--- src/rtl/branch_pkg.sv ---
// Shared types and constants for the branch control-step sequencer.
package branch_pkg;

  typedef enum logic [2:0] {
    IDLE = 3'd0,
    T3   = 3'd1,
    T4   = 3'd2,
    T5   = 3'd3,
    T6   = 3'd4,
    FIN  = 3'd5
  } state_t;

  localparam logic [4:0] BR_OPCODE_DEF = 5'b10010;

  // C2 condition codes as seen by CON_FF (IR[20:19]); decoded there, not here
  localparam logic [1:0] C2_ZERO     = 2'b00;
  localparam logic [1:0] C2_NONZERO  = 2'b01;
  localparam logic [1:0] C2_POSITIVE = 2'b10;
  localparam logic [1:0] C2_NEGATIVE = 2'b11;

  localparam int OPC_MSB = 31;
  localparam int OPC_LSB = 27;
  localparam int RA_MSB  = 26;
  localparam int RA_LSB  = 23;
  localparam int C2_MSB  = 22;
  localparam int C2_LSB  = 19;
  localparam int C_MSB   = 18;
  localparam int C_LSB   = 0;

endpackage

--- src/rtl/sat_counter16.sv ---
// 16-bit up-counter that sticks at all-ones instead of wrapping.
module sat_counter16 (
  input  logic        clk,
  input  logic        clr,
  input  logic        inc,
  output logic [15:0] q
);

  always_ff @(posedge clk or posedge clr) begin
    if (clr) begin
      q <= 16'h0000;
    end else if (inc && (q != 16'hFFFF)) begin
      q <= q + 16'h0001;
    end
  end

endmodule

--- src/rtl/branch_sequencer.sv ---
// Issues the T3..T6 register-transfer strobes of a conditional branch and
// keeps saturating executed/taken branch counts.
module branch_sequencer
  import branch_pkg::*;
#(
  parameter logic [4:0] BR_OPCODE  = BR_OPCODE_DEF,
  parameter bit         EARLY_EXIT = 1'b1
) (
  input  logic        clk,
  input  logic        clr,
  input  logic        start,
  input  logic [31:0] ir,
  input  logic        con_out,
  output logic        gra,
  output logic        r_out,
  output logic        con_in,
  output logic        pc_out,
  output logic        y_in,
  output logic        c_out,
  output logic        alu_add,
  output logic        z_in,
  output logic        zlow_out,
  output logic        pc_in,
  output logic        busy,
  output logic        done,
  output logic        taken,
  output logic [15:0] branch_cnt,
  output logic [15:0] taken_cnt
);

  state_t state_q, state_d;
  logic   taken_q;
  logic   unused_ir;

  // Only the opcode matters here; the remaining fields feed the datapath and CON_FF.
  assign unused_ir = ^{ir[RA_MSB:RA_LSB], ir[C2_MSB:C2_LSB], ir[C_MSB:C_LSB]};

  always_ff @(posedge clk or posedge clr) begin
    if (clr) begin
      state_q <= IDLE;
      taken_q <= 1'b0;
      taken   <= 1'b0;
    end else begin
      state_q <= state_d;
      if (state_q == T4) taken_q <= con_out;
      if (state_q == FIN) taken <= taken_q;
    end
  end

  always_comb begin
    state_d  = state_q;
    gra      = 1'b0;
    r_out    = 1'b0;
    con_in   = 1'b0;
    pc_out   = 1'b0;
    y_in     = 1'b0;
    c_out    = 1'b0;
    alu_add  = 1'b0;
    z_in     = 1'b0;
    zlow_out = 1'b0;
    busy     = (state_q != IDLE);
    done     = 1'b0;
    case (state_q)
      IDLE: begin
        if (start && (ir[OPC_MSB:OPC_LSB] == BR_OPCODE)) state_d = T3;
      end
      T3: begin
        gra     = 1'b1;
        r_out   = 1'b1;
        con_in  = 1'b1;
        state_d = T4;
      end
      T4: begin
        pc_out  = 1'b1;
        y_in    = 1'b1;
        state_d = (EARLY_EXIT && !con_out) ? FIN : T5;
      end
      T5: begin
        c_out   = 1'b1;
        alu_add = 1'b1;
        z_in    = 1'b1;
        state_d = T6;
      end
      T6: begin
        zlow_out = 1'b1;
        state_d  = FIN;
      end
      FIN: begin
        done    = 1'b1;
        state_d = IDLE;
      end
      default: state_d = IDLE;
    endcase
  end

  // Not Moore: qualified by the decision latched in T4, drops with the async reset.
  assign pc_in = (state_q == T6) && taken_q;

  sat_counter16 u_branch_cnt (
    .clk (clk),
    .clr (clr),
    .inc (state_q == FIN),
    .q   (branch_cnt)
  );

  sat_counter16 u_taken_cnt (
    .clk (clk),
    .clr (clr),
    .inc ((state_q == FIN) && taken_q),
    .q   (taken_cnt)
  );

endmodule

--- config.mk ---
export PLATFORM = sky130hd
export DESIGN_NAME = branch_sequencer
export DESIGN_NICKNAME = d
export VERILOG_FILES = /design/src/rtl/branch_pkg.sv /design/src/rtl/sat_counter16.sv /design/src/rtl/branch_sequencer.sv
export SDC_FILE = /design/constraint.sdc
export NUM_CORES = 1
export LEC_CHECK = 0
export CAP_MARGIN = 10
export CORE_MARGIN = 2
export CORE_UTILIZATION = 46
export DETAILED_ROUTE_END_ITERATION = 16
export PLACE_DENSITY = 0.85
export SYNTH_ARGS = -nofsm -noshare
export SYNTH_HDL_FRONTEND = slang
export SYNTH_HIERARCHICAL = 1
export SYNTH_SLANG_ARGS = --single-unit
--- constraint.sdc ---
create_clock -name clk -period 5 [get_ports clk]
set_input_delay 1 -clock clk [delete_from_list [all_inputs] [get_ports clk]]
set_output_delay 1 -clock clk [all_outputs]
set_load 0.005 [all_outputs]
### After elaboration in Yosys (flattened, before gate mapping)

Index checks and enable logic that the tools add are counted.

| storage, ports and cells | value |
|---|---|
| register bits | 37 |
| bits of input ports | 36 |
| output and inout bits | 45 |
| word-level logic and storage cells | 31 |

| operators by class | value |
|---|---|
| add/subtract/negate cells | 2 |
| equality and inequality tests | 9 |
| muxes and demuxes | 8 |
| reductions and logical operators | 7 |

Operator list:

| cell | count |
|---|---|
| $add A16 B1 Y16 const B | 2 |
| $ne A16 B16 Y1 const B | 2 |
| $pmux W3 S5 | 1 |
| $eq A3 B2 Y1 const B | 2 |
| $eq A3 B3 Y1 const B | 2 |
| $mux W3 | 2 |
| $eq A5 B5 Y1 const B | 1 |
| $logic_and A1 B1 Y1 | 5 |
| $mux W1 | 5 |
| $eq A3 B1 Y1 const B | 1 |
| $logic_not A3 Y1 | 1 |
| $reduce_bool A3 Y1 | 1 |
| $ne A2 B2 Y1 const B | 1 |

### Longest topological paths before layout

Gate-level depths: netlist of the first run.

| depth | value |
|---|---|
| depth in word-level cells | 4 |
| mapped depth | 6 |
| mapped depth without buffers | 6 |

### Cells and area by module

Netlist of the first run, hierarchy kept.

Modules (own cells, without submodules):

| module | instances | cells an instance | area an instance (um^2) | seq. area each (um^2) |
|---|---|---|---|---|
| sat_counter16 | 2 | 71 | 805.8 | 400.4 |
| branch_sequencer | 1 | 31 | 330.3 | 125.1 |

### Least setup slack after synthesis of the first run

Ideal clock, no wire load.

| timing | value |
|---|---|
| path type | reg2reg |
| start | reg state_q[1] |
| end | reg u_taken_cnt.q[14] |
| library setup time | 0.125 ns |
| arrival time | 1.801 ns |
| required time | 4.875 ns |
| slack | 3.075 ns |
| cell stages (with the launch flop) | 7 |
| buffers on the path | 0 |
| period minus slack after synthesis | 1.925 ns |
| cell sequence | dfrtp_1 > and3b_4 > and2_1 > and4_1 > nand3_1 > nor2_1 > mux2_2 |

| between the ends | value |
|---|---|
| cells in the longest elaborated chain, start to end | 3 |

Ends and longest elaborated chain:

| item | line | text |
|---|---|---|
| start, declared | branch_sequencer.sv:31 | `state_t state_q, state_d;` |
| start signal, assigned | branch_sequencer.sv:44 | `state_q <= state_d;` |
| $eq A3 B3 Y1 | branch_sequencer.sv:109 | `.inc ((state_q == FIN) && taken_q),` |
| $logic_and A1 B1 Y1 | branch_sequencer.sv:109 |  |
| $logic_and A1 B1 Y1 | sat_counter16.sv:12 | `end else if (inc && (q != 16'hFFFF)) begin` |
| end signal, assigned | sat_counter16.sv:13 | `q <= q + 16'h0001;` |
| end, declared | sat_counter16.sv:6 | `output logic [15:0] q` |

Every way passes these cells.
A chain may end at the register's enable or synchronous reset.

### Worst setup path in the final report of the first run

| timing | value |
|---|---|
| start | reg state_q[0] |
| end | out pc_in |

| between the ends | value |
|---|---|
| cells in the longest elaborated chain, start to end | 2 |

Ends and longest elaborated chain:

| item | line | text |
|---|---|---|
| $eq A3 B3 Y1 | branch_sequencer.sv:97 | `assign pc_in = (state_q == T6) && taken_q;` |
| $logic_and A1 B1 Y1 | branch_sequencer.sv:97 |  |
| end, declared | branch_sequencer.sv:23 | `output logic pc_in,` |

Every way passes these cells.

==> out/qor.txt, run 1 <==
Slew headroom: 0.590
Starting Density: 0.482
Clock Path Buffers: 2
routed wire length: 3890 um
min cycle time layout: 2.72 ns
yosys warns: 6
Largest stage delay, worst path: 0.49 ns
top routing layer used: met4
CP startpoint: state_q[0]$_DFFE_PP0P_
Pre-antenna DRT Iters: 4
Design Area, Final: 0.00258 mm2
Leak: 1.12 nW
syn nets: 211
detailed-route DRC error count: 0
critical path, cell by cell: nor3b_2 -> and2_1 -> clkdlybuf4s50_1
RSZ-0062 raised after global routing: false
postcts setup bufs: 0
largest net degree at the start of global routing: 17
core area: 0.00403 mm2
clock sinks: 37
first-pass GRT wire length: 6280 um
Yosys cell types: 33
reg-to-reg startpoint: state_q[1]$_DFFE_PP0P_
Rows: 23
Clk Latency, worst-skew pair: 0.28 ns
CTS Buf Count: 5
Max-cap violations: 0
antenna violations before repair: 0
htree depth: 2
Power Dens Cells: 323 mW/mm2
crit path DAT: 1.72 ns
post-route setup TNS: 0 ns
Max Fanout on Critical Path: 8
Layout Nets: 266
Hold Path Origin: taken$_DFFE_PP0P_
Die Ht: 69.0 um
Max Slew Vio Count: 0
vias in the first global route: 1402
Final GP Congestion: 0.768
synthesized cell area: 0.00194 mm2
outcome: finished, final reports clean
Routed met2 length: 2030 um
# IOs: 81
# setup viols final: 0
hold buffers post-CTS: 0
sequential share of the synthesized area: 0.477
Tcrit/Tclk final: 0.544
die width: 69.0 um
maximum VDD drop: 204 uV
Yosys reg bits: 37
met3 wire length: 147 um
Worst Path Required: 4.00 ns
Met1 Wirelength: 1680 um
skew final: 0.00372 ns
share of cells above drive strength 1: 0.118
Critical-path top delay cell: clkdlybuf4s50_1
maximum clock rate: 367 MHz
Gate Count Post-Synth: 173
Post-DP Area: 0.00250 mm2
Post-CTS Resized: 0
wire per inst: 14.0 um
Vias: 1511
crit end category: output pin
HPWL after DPL: 2820 um
Startpoint Class: flop
Hold Fails Final Rpt: 0
violation count after the first detailed-route iteration: 79
Area Overhead vs Synth: 33.1%
Crit Path Class: reg -> out
Clock Root Buffer: clkbuf_8
grt ovf: 0
Antenna diodes: 0
Hold Crit Class: reg -> reg
gr usage total: 0.177
Vias/cell: 5.44
Post-DRT Antenna Nets: 0
clock slew at reported path FFs: 0.07 ns
CTS tree: yes
Slew @ Worst Pin: 0.615 ns
syn_area_per_cell: 11.2 um2
Die Area: 0.00476 mm2
input/output buffers: 53
-- where the power goes --
part | switching, mW | internal (mW) | leakage [nW] | total, mW
Sequential | 0.0572 | 0.339 | 0.502 | 0.396
Combinational | 0.0759 | 0.154 | 0.569 | 0.229
Clock | 0.0986 | 0.109 | 0.0443 | 0.208
Total | 0.232 | 0.602 | 1.12 | 0.834
-- critical path: cells and delay by family (launching register included) --
family / cells / cell delay, ns
DFF: 1 / 0.48
buffers and inverters: 1 / 0.49
and+or+nand+nor: 2 / 0.47
-- flip-flops by register name (all words and copies together) (netlist names) --
signal / flops
u_branch_cnt/q: 16
taken: 1
state_q: 3
taken_q: 1
u_taken_cnt/q: 16
-- path summary, 6_finish.rpt --
check                                           endpoint  slack, ns  depth (start not counted)
max                                                pc_in       2.28                          3
min                                    taken$_DFFE_PP0P_       0.52                          1
max reg2reg                u_taken_cnt/q[14]$_DFFE_PP0P_       2.85                          6
min reg2reg                            taken$_DFFE_PP0P_       0.52                          1
max in group asynchronous   u_taken_cnt/q[6]$_DFFE_PP0P_       3.43                          2
min in group asynchronous         state_q[0]$_DFFE_PP0P_       1.00                          2
-- cells by family after synthesis --
group | share of synthesized area
xor gates and xnor gates | 0.0992
and+or+nand+nor | 0.307
muxes | 0.0470
buffers and inverters | 0.0271
DFF | 0.477
adders and majority gates | 0.0129
AOI/OAI and AO/OA | 0.0303
-- final cells by class --
| type | instances | area (um2) |
|---|---|---|
| inverter | 4 | 15.0 |
| tap | 50 | 62.6 |
| multi-input combinational | 127 | 963 |
| timing repair buffer | 53 | 531 |
| sequential | 37 | 926 |
| fill | 352 | 1450 |
| clock buffer | 7 | 86.3 |
-- Yosys cell counts --
cell type  count  area (um2)
a21oi_1        5        25.0
a311o_1        1        10.0
a31o_1         1        8.76
and2_0         1        6.26
and2_1         4        25.0
and3_1         8        50.1
and3_2         3        22.5
and3b_4        1        12.5
and4_1         6        52.6
and4_2         2        20.0
buf_4          5        37.5
dfrtp_1       37         926
ha_1           2        25.0
inv_1          4        15.0
mux2_1         1        11.3
mux2_2         4        45.0
mux2_4         1        15.0
mux2i_1        2        20.0
nand2_1       13        48.8
nand2_2        2        12.5
nand2b_1       4        25.0
nand3_1       14        70.1
nand3b_1       1        7.51
nand4_1       10        62.6
nand4_2        2        25.0
nand4_4        2        42.5
nor2_1         8        30.0
nor3b_2        1        12.5
nor3b_4        1        18.8
nor4_4         2        42.5
nor4b_1        1        8.76
o21a_1         2        15.0
xnor2_1       22         193
-- cells in the final DEF (no fill, tap or decap) --
cell              n
clkdlybuf4s50_1  53
dfrtp_1          37
xnor2_1          22
nand3_1          14
nand2_1          13
nand4_1          10
nor2_1            8
and3_1            8
clkbuf_8          6
and4_1            6
a21oi_1           5
nand2b_1          4
inv_1             4
and2_1            4
mux2_2            4
and3_2            3
and4_2            2
mux2i_1           2
nand4_2           2
nor4_4            2
nand4_4           2
nand2_2           2
o21a_1            2
ha_1              2
and2_0            1
nor4b_1           1
nor3b_4           1
nor3b_2           1
a311o_1           1
nand3b_1          1
mux2_1            1
and3b_4           1
a31o_1            1
mux2_4            1
clkbuf_1          1
-- metrics by stage --
stage	hold slack, ns	total power [mW]	worst slack [ns]	utilization	instances
2_1_floorplan	0.487	0.507	3.07	-	173
3_3_place_gp	0.498	0.628	2.58	0.620	271
3_5_place_dp	0.498	0.635	2.56	0.620	271
4_1_cts	0.520	0.846	2.25	0.641	278
5_1_grt	0.546	0.886	2.15	0.641	278
6_report	0.517	0.834	2.28	0.641	278
-- metal layers --
| metal | GRT usage | vias to the layer above |
|---|---|---|
| met3 | 0.0487 | 4 |
| met4 | 0.0662 | 0 |
| met2 | 0.304 | 37 |
| met5 | 0 | - |
| li1 | - | 732 |
| met1 | 0.211 | 738 |
No activity file was read; power rests on OpenSTA's default activity.
==> inputs of run 2 (changes only) <==
--- a/config.mk
+++ b/config.mk
@@ -7,9 +7,9 @@
 export LEC_CHECK = 0
 export CAP_MARGIN = 10
 export CORE_MARGIN = 2
-export CORE_UTILIZATION = 46
+export CORE_UTILIZATION = 43
 export DETAILED_ROUTE_END_ITERATION = 16
-export PLACE_DENSITY = 0.85
+export PLACE_DENSITY = 0.81
 export SYNTH_ARGS = -nofsm -noshare
 export SYNTH_HDL_FRONTEND = slang
 export SYNTH_HIERARCHICAL = 1
==> constraint.sdc (replaced) <==
create_clock -name clk -period 2.7 [get_ports clk]
set_input_delay 0.54 -clock clk [delete_from_list [all_inputs] [get_ports clk]]
set_output_delay 0.54 -clock clk [all_outputs]
set_load 0.005 [all_outputs]
==> out/qor.txt, run 2 (synthesis results as in run 1) <==
outcome: finished, final reports clean (unchanged)
die width: 71.2 um (was 69.0 um)
vias in the first global route: 1387 (was 1402)
Clk Latency, worst-skew pair: 0.29 ns (was 0.28 ns)
Die Area: 0.00507 mm2 (was 0.00476 mm2)
Vias: 1495 (was 1511)
CTS tree: yes (unchanged)
clock slew at reported path FFs: 0.07 ns (about the same)
antenna violations before repair: 0 (unchanged)
wire per inst: 13.7 um (was 14.0 um)
largest net degree at the start of global routing: 17 (unchanged)
Area Overhead vs Synth: 33.0% (was 33.1%)
Final Power: 1.54 mW (was 0.834 mW)
Worst Path Required: 2.16 ns (was 4.00 ns)
# IOs: 81 (unchanged)
RSZ-0062 raised after global routing: false (unchanged)
hold slack final: 0.520 ns (was 0.517 ns)
Rows: 24 (was 23)
Vias/cell: 5.32 (was 5.44)
input/output buffers: 53 (unchanged)
violation count after the first detailed-route iteration: 87 (was 79)
most frequent cells in the layout: clkdlybuf4s50_1 (53), dfrtp_1 (37), xnor2_1 (22) (unchanged)
Clock Root Buffer: clkbuf_8 (unchanged)
Hold Fails Final Rpt: 0 (unchanged)
Antenna diodes: 0 (unchanged)
skew final: 0.00449 ns (was 0.00372 ns)
routed wire length: 3840 um (was 3890 um)
Power Dens Cells: 596 mW/mm2 (was 323 mW/mm2)
Post-CTS Resized: 0 (unchanged)
post-route setup TNS: 0 ns (unchanged)
Slew @ Worst Pin: 0.625 ns (was 0.615 ns)
first-pass GRT wire length: 6340 um (was 6280 um)
share of cells above drive strength 1: 0.122 (was 0.118)
Crit Path Class: reg -> out (unchanged)
Max-cap violations: 0 (unchanged)
htree depth: 2 (unchanged)
Pre-antenna DRT Iters: 4 (unchanged)
Max Slew Vio Count: 0 (unchanged)
Slew headroom: 0.583 (was 0.590)
maximum clock rate: 437 MHz
crit end category: output pin (unchanged)
Die Ht: 71.2 um (was 69.0 um)
hold buffers post-CTS: 0 (unchanged)
Tcrit/Tclk final: 0.847
maximum VDD drop: 338 uV (was 204 uV)
Hold Crit Class: reg -> reg (unchanged)
Final GP Congestion: 0.765 (was 0.768)
Starting Density: 0.446 (was 0.482)
Clock Path Buffers: 2 (unchanged)
commonest non-fill, non-tap cell in the layout: clkdlybuf4s50_1 (unchanged)
Layout Nets: 266 (unchanged)
min cycle time layout: 2.29 ns
core area: 0.00435 mm2 (was 0.00403 mm2)
CTS Buf Count: 5 (unchanged)
Startpoint Class: flop (unchanged)
# setup viols final: 0 (unchanged)
crit path DAT: 1.75 ns (was 1.72 ns)
Leak: 1.12 nW (about the same)
Max Fanout on Critical Path: 8 (unchanged)
grt ovf: 0 (unchanged)
HPWL after DPL: 2820 um (about the same)
gr usage total: 0.157 (was 0.177)
clock sinks: 37 (unchanged)
postcts setup bufs: 0 (unchanged)
Post-DRT Antenna Nets: 0 (unchanged)
detailed-route DRC error count: 0 (unchanged)
biggest regs: u_branch_cnt/q (16), u_taken_cnt/q (16), state_q (3) (unchanged)
R2R Setup Slk: 0.56 ns (was 2.85 ns)
run 2: stage by stage:
stage	setup WS (ns)	cells	utilization	cell area [um2]
3_3_place_gp	0.583	273	0.574	2500
4_1_cts	0.392	281	0.593	2580
6_report	0.414	281	0.593	2580
3_5_place_dp	0.570	273	0.574	2500
5_1_grt	0.305	281	0.593	2580
2_1_floorplan	0.775	173	-	1940
run 2: area by class of cell:
class / instances / area [um2]
Sequential cell: 37 / 926
Tap cell: 52 / 65.1
Fill cell: 366 / 1770
Multi-Input combinational cell: 127 / 963
Clock inverter: 2 / 10.0
Timing Repair Buffer: 53 / 531
Clock buffer: 6 / 72.6
Inverter: 4 / 15.0
run 2: critical path, stage by stage, from the launching register on:
cell             delay (ns)
dfrtp_1                0.48
nor3b_2                0.31
and2_1                 0.17
clkdlybuf4s50_1        0.50
run 2: worst paths after layout:
check / cells after the start / endpoint / start
worst max-delay path: 3 / pc_in / state_q[0]$_DFFE_PP0P_
worst min-delay path: 1 / u_branch_cnt/q[15]$_DFFE_PP0P_ / u_branch_cnt/q[15]$_DFFE_PP0P_
worst max register to register: 6 / u_taken_cnt/q[14]$_DFFE_PP0P_ / state_q[1]$_DFFE_PP0P_
worst min register to register: 1 / u_branch_cnt/q[15]$_DFFE_PP0P_ / u_branch_cnt/q[15]$_DFFE_PP0P_
max in group asynchronous: 2 / u_taken_cnt/q[14]$_DFFE_PP0P_ / clr
min in group asynchronous: 2 / taken_q$_DFFE_PP0N_ / clr
run 2: routing by layer:
layer / routed length (um) / vias to the layer above / GRT usage
li1: - / 735 / -
met1: 1760 / 721 / 0.204
met2: 1870 / 34 / 0.253
met3: 159 / 5 / 0.0413
met4: 53 / 0 / 0.0566
met5: 0 / - / 0
run 2: where the power goes:
part           internal, mW  total (mW)  leakage, nW  switching (mW)
Clock                 0.179       0.375       0.0450           0.196
Sequential            0.628       0.737        0.502           0.109
Combinational         0.285       0.428        0.569           0.143
==> inputs of run 3 (changes only) <==
==> constraint.sdc (replaced) <==
create_clock -name clk -period 2.2 [get_ports clk]
set_input_delay 0.44 -clock clk [delete_from_list [all_inputs] [get_ports clk]]
set_output_delay 0.44 -clock clk [all_outputs]
set_load 0.005 [all_outputs]
==> out/qor.txt, run 3 (synthesis results as in run 1) <==
Layout Nets: 268 (was 266)
Max Fanout on Critical Path: 8 (unchanged)
Max Slew Vio Count: 0 (unchanged)
detailed-route DRC error count: 0 (unchanged)
CTS tree: yes (unchanged)
min cycle time layout: 2.12 ns
fin cells: 283 (was 281)
crit end category: output pin (unchanged)
outcome: finished, final reports clean (unchanged)
Leak: 1.14 nW (was 1.12 nW)
routed wire length: 3970 um (was 3840 um)
clock sinks: 37 (unchanged)
Startpoint Class: flop (unchanged)
met3 global-route usage: 0.0385 (was 0.0413)
most frequent cells in the layout: clkdlybuf4s50_1 (53), dfrtp_1 (34), xnor2_1 (22) (was clkdlybuf4s50_1 (53), dfrtp_1 (37), xnor2_1 (22))
crit path DAT: 1.68 ns (was 1.75 ns)
first-pass GRT wire length: 6400 um (was 6340 um)
Power Dens Cells: 776 mW/mm2 (was 596 mW/mm2)
Die Area: 0.00507 mm2 (unchanged)
postcts setup bufs: 0 (unchanged)
Worst Path Required: 1.76 ns (was 2.16 ns)
Post-DP Area: 0.00251 mm2 (was 0.00250 mm2)
grt ovf: 0 (unchanged)
Vias: 1521 (was 1495)
RSZ-0062 raised after global routing: false (unchanged)
Slew @ Worst Pin: 0.638 ns (was 0.625 ns)
GRT busiest layer: met2 (unchanged)
Area Overhead vs Synth: 36.0% (was 33.0%)
core area: 0.00435 mm2 (unchanged)
vias in the first global route: 1398 (was 1387)
input/output buffers: 53 (unchanged)
Post-Place Cells: 275 (was 273)
Vias/cell: 5.37 (was 5.32)
Clock Root Buffer: clkbuf_8 (unchanged)
htree depth: 2 (unchanged)
antenna violations before repair: 0 (unchanged)
Hold Fails Final Rpt: 0 (unchanged)
Fill cells: 360 (was 366)
gr usage total: 0.158 (was 0.157)
Post-DRT Antenna Nets: 0 (unchanged)
Die Ht: 71.2 um (unchanged)
Hold Crit Class: in -> async (was reg -> reg)
Crit Path Class: reg -> out (unchanged)
share of cells above drive strength 1: 0.143 (was 0.122)
Final GP Congestion: 0.788 (was 0.765)
clock slew at reported path FFs: 0.07 ns (about the same)
# setup viols final: 0 (unchanged)
Final Util: 0.607 (was 0.593)
Rows: 24 (unchanged)
Clock Path Buffers: 2 (unchanged)
Max-cap violations: 0 (unchanged)
Tcrit/Tclk final: 0.962
commonest non-fill, non-tap cell in the layout: clkdlybuf4s50_1 (unchanged)
die width: 71.2 um (unchanged)
skew final: 0.00596 ns (was 0.00449 ns)
largest net degree at the start of global routing: 17 (unchanged)
grt met1 use: 0.194 (was 0.204)
CTS Buf Count: 5 (unchanged)
biggest regs: u_branch_cnt/q (16), u_taken_cnt/q (16), state_q (3) (unchanged)
Design Area, Final: 0.00264 mm2 (was 0.00258 mm2)
Pre-antenna DRT Iters: 4 (unchanged)
# IOs: 81 (unchanged)
Slew headroom: 0.574 (was 0.583)
Antenna diodes: 0 (unchanged)
Clk Latency, worst-skew pair: 0.29 ns (about the same)
HPWL after DPL: 2900 um (was 2820 um)
Starting Density: 0.446 (unchanged)
violation count after the first detailed-route iteration: 126 (was 87)
maximum VDD drop: 585 uV (was 338 uV)
GR Util met2: 0.264 (was 0.253)
maximum clock rate: 472 MHz
wire per inst: 14.0 um (was 13.7 um)
post-route setup TNS: 0 ns (unchanged)
run 3: changes by cell type in the layout (fill, tap and decap cells not counted), sizes merged:
cell,before,now
buf,0,2
clkinv,2,0
bufinv,0,1
clkbuf,6,7
run 3: final timing paths:
check	from	endpoint	slack (ns)	depth (start not counted)
setup / recovery	state_q[1]$_DFFE_PP0P_	pc_in	0.08	3
hold / removal	clr	taken$_DFFE_PP0P_	0.44	2
setup reg to reg	state_q[1]$_DFFE_PP0P_	u_taken_cnt/q[14]$_DFFE_PP0P_	0.20	6
hold reg to reg	u_taken_cnt/q[15]$_DFFE_PP0P_	u_taken_cnt/q[15]$_DFFE_PP0P_	0.52	1
max in group asynchronous	clr	u_branch_cnt/q[14]$_DFFE_PP0P_	1.17	2
min in group clk	u_taken_cnt/q[15]$_DFFE_PP0P_	u_taken_cnt/q[15]$_DFFE_PP0P_	0.52	1
run 3: where the power goes:
group / leakage [nW] / switching [mW] / internal, mW / total, mW
clock network: 0.0585 / 0.242 / 0.370 / 0.611
registers: 0.498 / 0.135 / 0.775 / 0.910
logic: 0.580 / 0.172 / 0.356 / 0.528
total: 1.14 / 0.549 / 1.50 / 2.05
run 3: area by class of cell:
| cell class | instances | area (um2) | area share |
|---|---|---|---|
| well taps | 52 | 65.1 | 0.0246 |
| clock buffers | 7 | 86.3 | 0.0327 |
| multi-input cells | 127 | 970 | 0.367 |
| flip-flops and latches | 37 | 930 | 0.352 |
| inverters | 4 | 15.0 | 0.00568 |
| clock inverters | 1 | 30.0 | 0.0114 |
| repair buffers | 55 | 546 | 0.207 |
run 3: repair_timing:
item,CTS,global route
hold buffers,0,0
resized for setup,0,4
pin swaps,1,0
setup endpoints to repair,1,1
run 3: layer usage:
layer	vias up	wire length [um]
met2	40	1980
met1	742	1750
met3	6	166
li1	733	-
met4	0	70
met5	-	0
run 3: per-stage QoR:
stage / hold WS, ns / power, mW / setup slack (ns)
after floorplan: 0.219 / 1.15 / 0.275
after global placement: 0.500 / 1.43 / 0.250
after detailed placement: 0.517 / 1.44 / 0.224
after CTS: 0.458 / 2.06 / 0.000510
after global routing: 0.466 / 2.17 / 0.00900
final: 0.444 / 2.05 / 0.0836
run 3: worst max-delay path, cell delays in order (launching register included):
cell             delay (ns)
dfrtp_2                0.47
nor3b_4                0.27
and2_1                 0.16
clkdlybuf4s50_1        0.50
